==> src/rtl/axi_slave_protocol.sv <==
// AXI4-Lite slave: a small bank of 32-bit registers on a 4-bit byte address space.
// The write (AW/W/B) and read (AR/R) channels are independent, and each allows one
// outstanding transaction. Every handshake output is registered, so no ready signal
// depends combinationally on a valid input.
module axi_slave_protocol #(
  parameter int NUM_REGS = 3
) (
  input  logic        clk,
  input  logic        rst_n,
  input  logic [3:0]  awaddr,
  input  logic        awvalid,
  output logic        awready,
  input  logic [31:0] wdata,
  input  logic [3:0]  wstrb,
  input  logic        wvalid,
  output logic        wready,
  output logic [1:0]  bresp,
  output logic        bvalid,
  input  logic        bready,
  input  logic [3:0]  araddr,
  input  logic        arvalid,
  output logic        arready,
  output logic [31:0] rdata,
  output logic [1:0]  rresp,
  output logic        rvalid,
  input  logic        rready
);

  localparam logic [1:0] RESP_OKAY   = 2'b00;
  localparam logic [1:0] RESP_SLVERR = 2'b10;

  logic [31:0] regs_q [NUM_REGS];
  logic [31:0] regs_d [NUM_REGS];

  // AW and W are always accepted together, so a single flop drives both readies.
  logic        awready_q, awready_d;
  logic        bvalid_q, bvalid_d;
  logic [1:0]  bresp_q, bresp_d;
  logic        arready_q, arready_d;
  logic        rvalid_q, rvalid_d;
  logic [31:0] rdata_q, rdata_d;
  logic [1:0]  rresp_q, rresp_d;

  logic [1:0]  wr_idx, rd_idx;
  logic        wr_ok, rd_ok, wr_hs, rd_hs;
  logic [31:0] rd_val;

  // Next-state logic for both channels and for the register bank.
  always_comb begin
    regs_d    = regs_q;
    awready_d = 1'b0;
    bvalid_d  = bvalid_q;
    bresp_d   = bresp_q;
    arready_d = 1'b0;
    rvalid_d  = rvalid_q;
    rdata_d   = rdata_q;
    rresp_d   = rresp_q;
    rd_val    = '0;

    wr_idx = awaddr[3:2];
    rd_idx = araddr[3:2];
    wr_ok  = (32'(wr_idx) < 32'(NUM_REGS));
    rd_ok  = (32'(rd_idx) < 32'(NUM_REGS));
    wr_hs  = awvalid && awready_q && wvalid && awready_q;
    rd_hs  = arvalid && arready_q;

    // Write channel: a one-cycle ready pulse, then a held response.
    awready_d = awvalid && wvalid && !bvalid_q && !awready_q;
    if (bvalid_q && bready) bvalid_d = 1'b0;
    if (wr_hs) begin
      bvalid_d = 1'b1;
      bresp_d  = wr_ok ? RESP_OKAY : RESP_SLVERR;
      for (int i = 0; i < NUM_REGS; i++) begin
        if (wr_ok && (int'(wr_idx) == i)) begin
          for (int b = 0; b < 4; b++) begin
            if (wstrb[b]) regs_d[i][8*b +: 8] = wdata[8*b +: 8];
          end
        end
      end
    end

    // Read channel: the read samples regs_q, so a same-cycle write is not yet visible.
    for (int i = 0; i < NUM_REGS; i++) begin
      if (int'(rd_idx) == i) rd_val = regs_q[i];
    end
    arready_d = arvalid && !rvalid_q && !arready_q;
    if (rvalid_q && rready) begin
      rvalid_d = 1'b0;
      rdata_d  = '0;
    end
    if (rd_hs) begin
      rvalid_d = 1'b1;
      rdata_d  = rd_ok ? rd_val : 32'h0;
      rresp_d  = rd_ok ? RESP_OKAY : RESP_SLVERR;
    end
  end

  // State registers; reset abandons any transaction in flight and clears the bank.
  always_ff @(posedge clk or negedge rst_n) begin
    if (!rst_n) begin
      for (int i = 0; i < NUM_REGS; i++) regs_q[i] <= '0;
      awready_q <= 1'b0;
      bvalid_q  <= 1'b0;
      bresp_q   <= '0;
      arready_q <= 1'b0;
      rvalid_q  <= 1'b0;
      rdata_q   <= '0;
      rresp_q   <= '0;
    end else begin
      regs_q    <= regs_d;
      awready_q <= awready_d;
      bvalid_q  <= bvalid_d;
      bresp_q   <= bresp_d;
      arready_q <= arready_d;
      rvalid_q  <= rvalid_d;
      rdata_q   <= rdata_d;
      rresp_q   <= rresp_d;
    end
  end

  assign awready = awready_q;
  assign wready  = awready_q;
  assign bvalid  = bvalid_q;
  assign bresp   = bresp_q;
  assign arready = arready_q;
  assign rvalid  = rvalid_q;
  assign rdata   = rdata_q;
  assign rresp   = rresp_q;

endmodule

==> config.mk <==
export PLATFORM = sky130hd
export DESIGN_NAME = axi_slave_protocol
export DESIGN_NICKNAME = d
export VERILOG_FILES = /design/src/rtl/axi_slave_protocol.sv
export SDC_FILE = /design/constraint.sdc
export NUM_CORES = 1
export LEC_CHECK = 0
export CELL_PAD_IN_SITES_DETAIL_PLACEMENT = 0
export CELL_PAD_IN_SITES_GLOBAL_PLACEMENT = 1
export CORE_MARGIN = 2
export CORE_UTILIZATION = 41
export CTS_BUF_LIST = sky130_fd_sc_hd__clkbuf_8
export CTS_CLUSTER_SIZE = 30
export DETAILED_ROUTE_END_ITERATION = 10
export PLACE_DENSITY = 0.88
export SYNTH_ARGS = -nofsm -noshare
export SYNTH_HDL_FRONTEND = slang
export SYNTH_SLANG_ARGS = --single-unit
==> constraint.sdc <==
create_clock -name clk -period 1.45 [get_ports clk]
set_clock_uncertainty 0.2 [all_clocks]
set_input_delay 0.3625 -clock clk [delete_from_list [all_inputs] [get_ports clk]]
set_output_delay 0.3625 -clock clk [all_outputs]
set_load 0.05 [all_outputs]
==> results.cfg, run 1 <==
[run_status]
status = finished with violations
violations = setup timing

[placement]
io_buffers = 85
place_inst = 735
dp_hpwl_um = 9360
gp_congestion = 0.794

[floorplanning]
initial_core_util_pct = 41.6
pin_count = 92
rows = 44
die_w_um = 125
die_h_um = 125
design.core.area_um2 = 14400
dieArea_um2 = 15500

[global_route]
grt-ovfl-total = 0
grt_pass1_vias = 4790
grtUsageTotal_pct = 20.3
antenna_found_initial = 0
top_usage_layer = met2
grt_pass1_wl_um = 25000
grt_max_degree = 47
grt_util_met3_pct = 4.42
grtUsageMet1_pct = 26.7
grtUsageMet2_pct = 33.1

[route]
wl_per_cell_um = 19.1
drtIter0Drc = 284
ant_nets = 0
vias = 4272
drt_wl_total_um = 15100
drtPass1Iterations = 4
drc = 0
avgViaCountPerCell = 5.43

[timing]
hold_ws_ns = 0.170
setup_viol = 150
fin_ws_ns = -0.307
period_minus_slack_ns = 1.76
hold_violations = 0
fmax_mhz = 569
finalCritPeriodShare_pct = 121
rsz0062_at_grt = true
drv_slew = 0

[logic_synthesis]
avgSynthCellArea_um2 = 12.9
synth-seq-cells = 134
synthCells = 462
syn_area_um2 = 5970
ys_types = 29
seq_area_frac_synth_pct = 56.2
yosysWarnings = 0

[worst_setup_path]
worstPathMaxFanout = 3
cp-startpoint = awready
timing.rr.start = awready
cp_slowest_cell = dfrtp_4
worstPathRequired_ns = 0.89
cp-end-kind = primary output
cpPeakStageDelay_ns = 0.48
crit_type = flop to primary output
start_kind = flop
crit_chain = buf_6, buf_12
critPathArrivalTime_ns = 1.19

[worst_hold_path]
hold_class = primary input to asynchronous set/reset pin

[layout]
drive_gt1_share_pct = 39.8
fillers = 1108
final_common_cell = dfrtp_1
num_antenna_cells = 0
final_cell_mix = 130 x dfrtp_1, 88 x mux2_4, 56 x buf_12
layout.nets = 643
final_cells = 787
area_growth_pct = 45.5

[clock_tree]
root_buffer = clkbuf_8
clk_pin_slew_ns = 0.07
clk_latency_ns = 0.44
clock_sinks = 134
clk_path_buf_depth = 2
cts_made_buffers = 17
cts_htree_levels = 4
tritoncts = done

[pwr]
p_per_area_nw_per_um2 = 1180
vdd_drop_max_mv = 0.599
power.leakage_nw = 4.04

[flow_run]
max-cap-violations = 0
-- through the flow --
stage          power, mW  setup slack (ns)  TNS (ns)  instance area (um^2)  utilization, %
5_1_grt             10.7            -0.346    -34.16                  8690            60.5
2_1_floorplan       5.95            -0.290    -23.73                  6280               -
3_3_place_gp        7.16            -0.811    -94.66                  8010            55.8
6_report            10.3            -0.307    -27.87                  8690            60.5
3_5_place_dp        7.25            -0.840    -98.03                  8010            55.8
4_1_cts             10.2            -0.331    -29.50                  8600            59.9
-- cell type report --
class | count | area (um^2) | area share [%]
repair buffers | 140 | 1900 | 21.8
clock inverters | 9 | 63.8 | 0.734
multi-input cells | 265 | 2720 | 31.3
inverters | 34 | 128 | 1.47
well taps | 184 | 230 | 2.65
flip-flops and latches | 134 | 3360 | 38.7
clock buffers | 21 | 289 | 3.33
-- report_power, final --
group	switching (mW)	leakage (nW)	total (mW)	internal (mW)
clock	1.34	0.203	2.82	1.48
combinational	1.28	2.04	2.85	1.58
sequential	0.377	1.79	4.59	4.21
-- kinds of logic after synthesis --
logic type | count (synthesis) | synth area share, %
flip-flops | 134 | 56.2
AO/OA/AOI/OAI | 100 | 13.1
multiplexers | 96 | 18.4
AND/OR/NAND/NOR | 66 | 7.23
buffers and inverters | 65 | 4.99
other | 1 | 0.0628
-- worst paths after layout --
kind / depth (start not counted) / slack, ns / to
setup / recovery: 2 / -0.31 / wready
hold / removal: 2 / 0.17 / rdata[3]
setup reg to reg: 4 / -0.28 / regs_q[87]
hold reg to reg: 1 / 0.30 / regs_q[64]
max in group asynchronous: 3 / 0.36 / regs_q[52]
min in group clk: 4 / 0.20 / rresp[1]
-- metal layers --
layer	vias up	part of all wire, %
li1	1919	-
met1	2225	44
met2	109	50
met3	19	4.0
met4	0	1.9
met5	-	0
-- critical path: cells and delay by family (launching register included) --
kind / cells / cell delay, ns
flip-flops: 1 / 0.48
buffers and inverters: 2 / 0.28
-- registers in the layout, indices dropped and copies added (netlist names) --
| register | count |
|---|---|
| bresp | 1 |
| arready | 1 |
| rvalid | 1 |
| regs_q | 96 |
| rresp | 1 |
| bvalid | 1 |
| rdata | 32 |
| awready | 1 |
-- Yosys cell counts, drive strengths merged --
master,n,share of area [%]
clkbuf,13,0.84
nand2,8,0.50
a21oi,1,0.15
buf,18,2.0
and2,2,0.21
nor2b,32,3.4
nand4,1,0.21
inv,34,2.1
and3,4,0.50
a211o,32,4.7
nor2,7,0.73
mux2,96,18
dfrtp,134,56
nor3b,1,0.13
nor4bb,1,0.17
nand3,6,0.50
and3b,1,0.17
conb,1,0.063
nand4b,1,0.40
a32o,32,5.4
and2b,1,0.17
o21ai,35,2.9
nand3b,1,0.19
-- what timing repair did --
action / 4_1_cts / 5_1_grt
endpoints found under the setup margin: 167 / 168
gates resized for setup: 35 / 8
hold buffers: 1 / 0
gates cloned: 1 / 1
buffers inserted: 23 / 5
pin swaps: 6 / 5
endpoints found under the hold margin: 134 / 0
(Power assumes the default switching activity.)
==> run 2: changes to the inputs <==
Settings changed: RECOVER_POWER from default to 100.
==> run 2 against run 1 <==
Effect of this change: the flow still finishes with violations (setup timing); total power down 0.28%; die area unchanged; sequential power about the same; clock power about the same; critical endpoint unchanged.
==> results.cfg, run 2 (same netlist as run 1, synthesis figures left out) <==
[clock_tree]
clock_sinks = 134
cts_htree_levels = 4
clk_path_buf_depth = 2
clk_pin_slew_ns = 0.07
tritoncts = done
clk_latency_ns = 0.44
root_buffer = clkbuf_8
cts_made_buffers = 17

[worst_hold_path]
min_path_cells = 4
hp-start = araddr[2]
hold_end = rresp[1]
hold_class = primary input to flop

[layout]
fillers = 1117
final_core_util_pct = 60.2
layout.nets = 643
multi_input_comb_area_um2 = 2720
num_antenna_cells = 0
final_common_cell = dfrtp_1
seqCellArea_um2 = 3360
final_cells = 787
fin_area_um2 = 8650
drive_gt1_share_pct = 39.6
area_growth_pct = 44.8
final_cell_mix = 130 x dfrtp_1, 88 x mux2_4, 53 x buf_12
largest_register = regs_q
largest_register_ffs = 96

[global_route]
grt_pass1_vias = 4790
grtUsageMet1_pct = 26.7
top_usage_layer = met2
grt_max_degree = 47
grt_util_met3_pct = 4.42
grt_pass1_wl_um = 25000
grtUsageTotal_pct = 20.3
grt-ovfl-total = 0
grtUsageMet2_pct = 33.1
antenna_found_initial = 0

[pwr]
vdd_drop_max_mv = 0.597
power.total_mw = 10.2
p_per_area_nw_per_um2 = 1180
power.leakage_nw = 4.02

[route]
wl_per_cell_um = 19.1
ant_nets = 0
drc = 0
vias = 4277
drtPass1Iterations = 4
avgViaCountPerCell = 5.43
drt_wl_total_um = 15100
drtIter0Drc = 281

[floorplanning]
dieArea_um2 = 15500
rows = 44
pin_count = 92
die_w_um = 125
initial_core_util_pct = 41.6
die_h_um = 125
design.core.area_um2 = 14400

[worst_setup_path]
crit_type = flop to primary output
start_kind = flop
timing.rr.start = awready
r2r_setup_slack_ns = -0.28
critPathArrivalTime_ns = 1.19
worstPathRequired_ns = 0.89
timing.rr.end = regs_q[87]
cp-startpoint = awready
worstPathMaxFanout = 3
cp-end-kind = primary output
reg2reg_depth = 4

[run_status]
violations = setup timing
status = finished with violations

[timing]
fin_ws_ns = -0.302
fmax_mhz = 571
hold_violations = 0
setup_viol = 144
rsz0062_at_grt = true
period_minus_slack_ns = 1.75
tightest_slew_ns = 0.577
finalCritPeriodShare_pct = 121
slew_headroom_pct = 61.6
hold_ws_ns = 0.195
drv_slew = 0

[placement]
gp_congestion = 0.794
postPlaceCellArea_um2 = 8010
dp_hpwl_um = 9360
io_buffers = 85
place_inst = 735

[flow_run]
max-cap-violations = 0
==> run 2: layout make-up <==
cell class	count	share of cell area (%)
clock buffer	21	3.34
clock inverter	9	0.738
inverter	34	1.48
multi-input combinational	265	31.5
sequential	134	38.9
tap	184	2.66
timing repair buffer	140	21.5
==> run 2: power breakdown <==
part | internal (mW) | leakage (nW) | switching [mW]
logic | 1.56 | 2.03 | 1.28
registers | 4.21 | 1.79 | 0.375
clock network | 1.48 | 0.203 | 1.33
total | 7.25 | 4.02 | 2.98
==> run 2: how the worst max path moves through the flow <==
stage                 end
6_report           wready
5_1_grt            wready
4_1_cts            wready
3_5_place_dp    rdata[25]
3_3_place_gp     rdata[8]
2_1_floorplan  regs_q[80]
==> run 2: through the flow <==
stage / TNS, ns / worst slack [ns]
2_1_floorplan: -23.73 / -0.290
3_3_place_gp: -94.66 / -0.811
6_report: -28.24 / -0.302
4_1_cts: -29.50 / -0.331
5_1_grt: -35.54 / -0.346
3_5_place_dp: -98.03 / -0.840
==> run 2: timing repair <==
action / CTS / global route
hold buffers: 1 / 0
cloned: 1 / 1
endpoints found under the hold margin: 134 / 0
buffers inserted: 23 / 5
gates resized for setup: 35 / 8
pin swaps: 6 / 5
endpoints found under the setup margin: 167 / 168
==> run 2: metal layers <==
metal | vias to the layer above | part of all wire (%)
met5 | - | 0
met4 | 0 | 1.8
met2 | 118 | 50
met1 | 2224 | 43
li1 | 1915 | -
met3 | 20 | 4.7
==> run 2: critical path, stage by stage (launching register included) <==
cell	delay [ns]
dfrtp_4	0.48
buf_6	0.14
buf_12	0.14
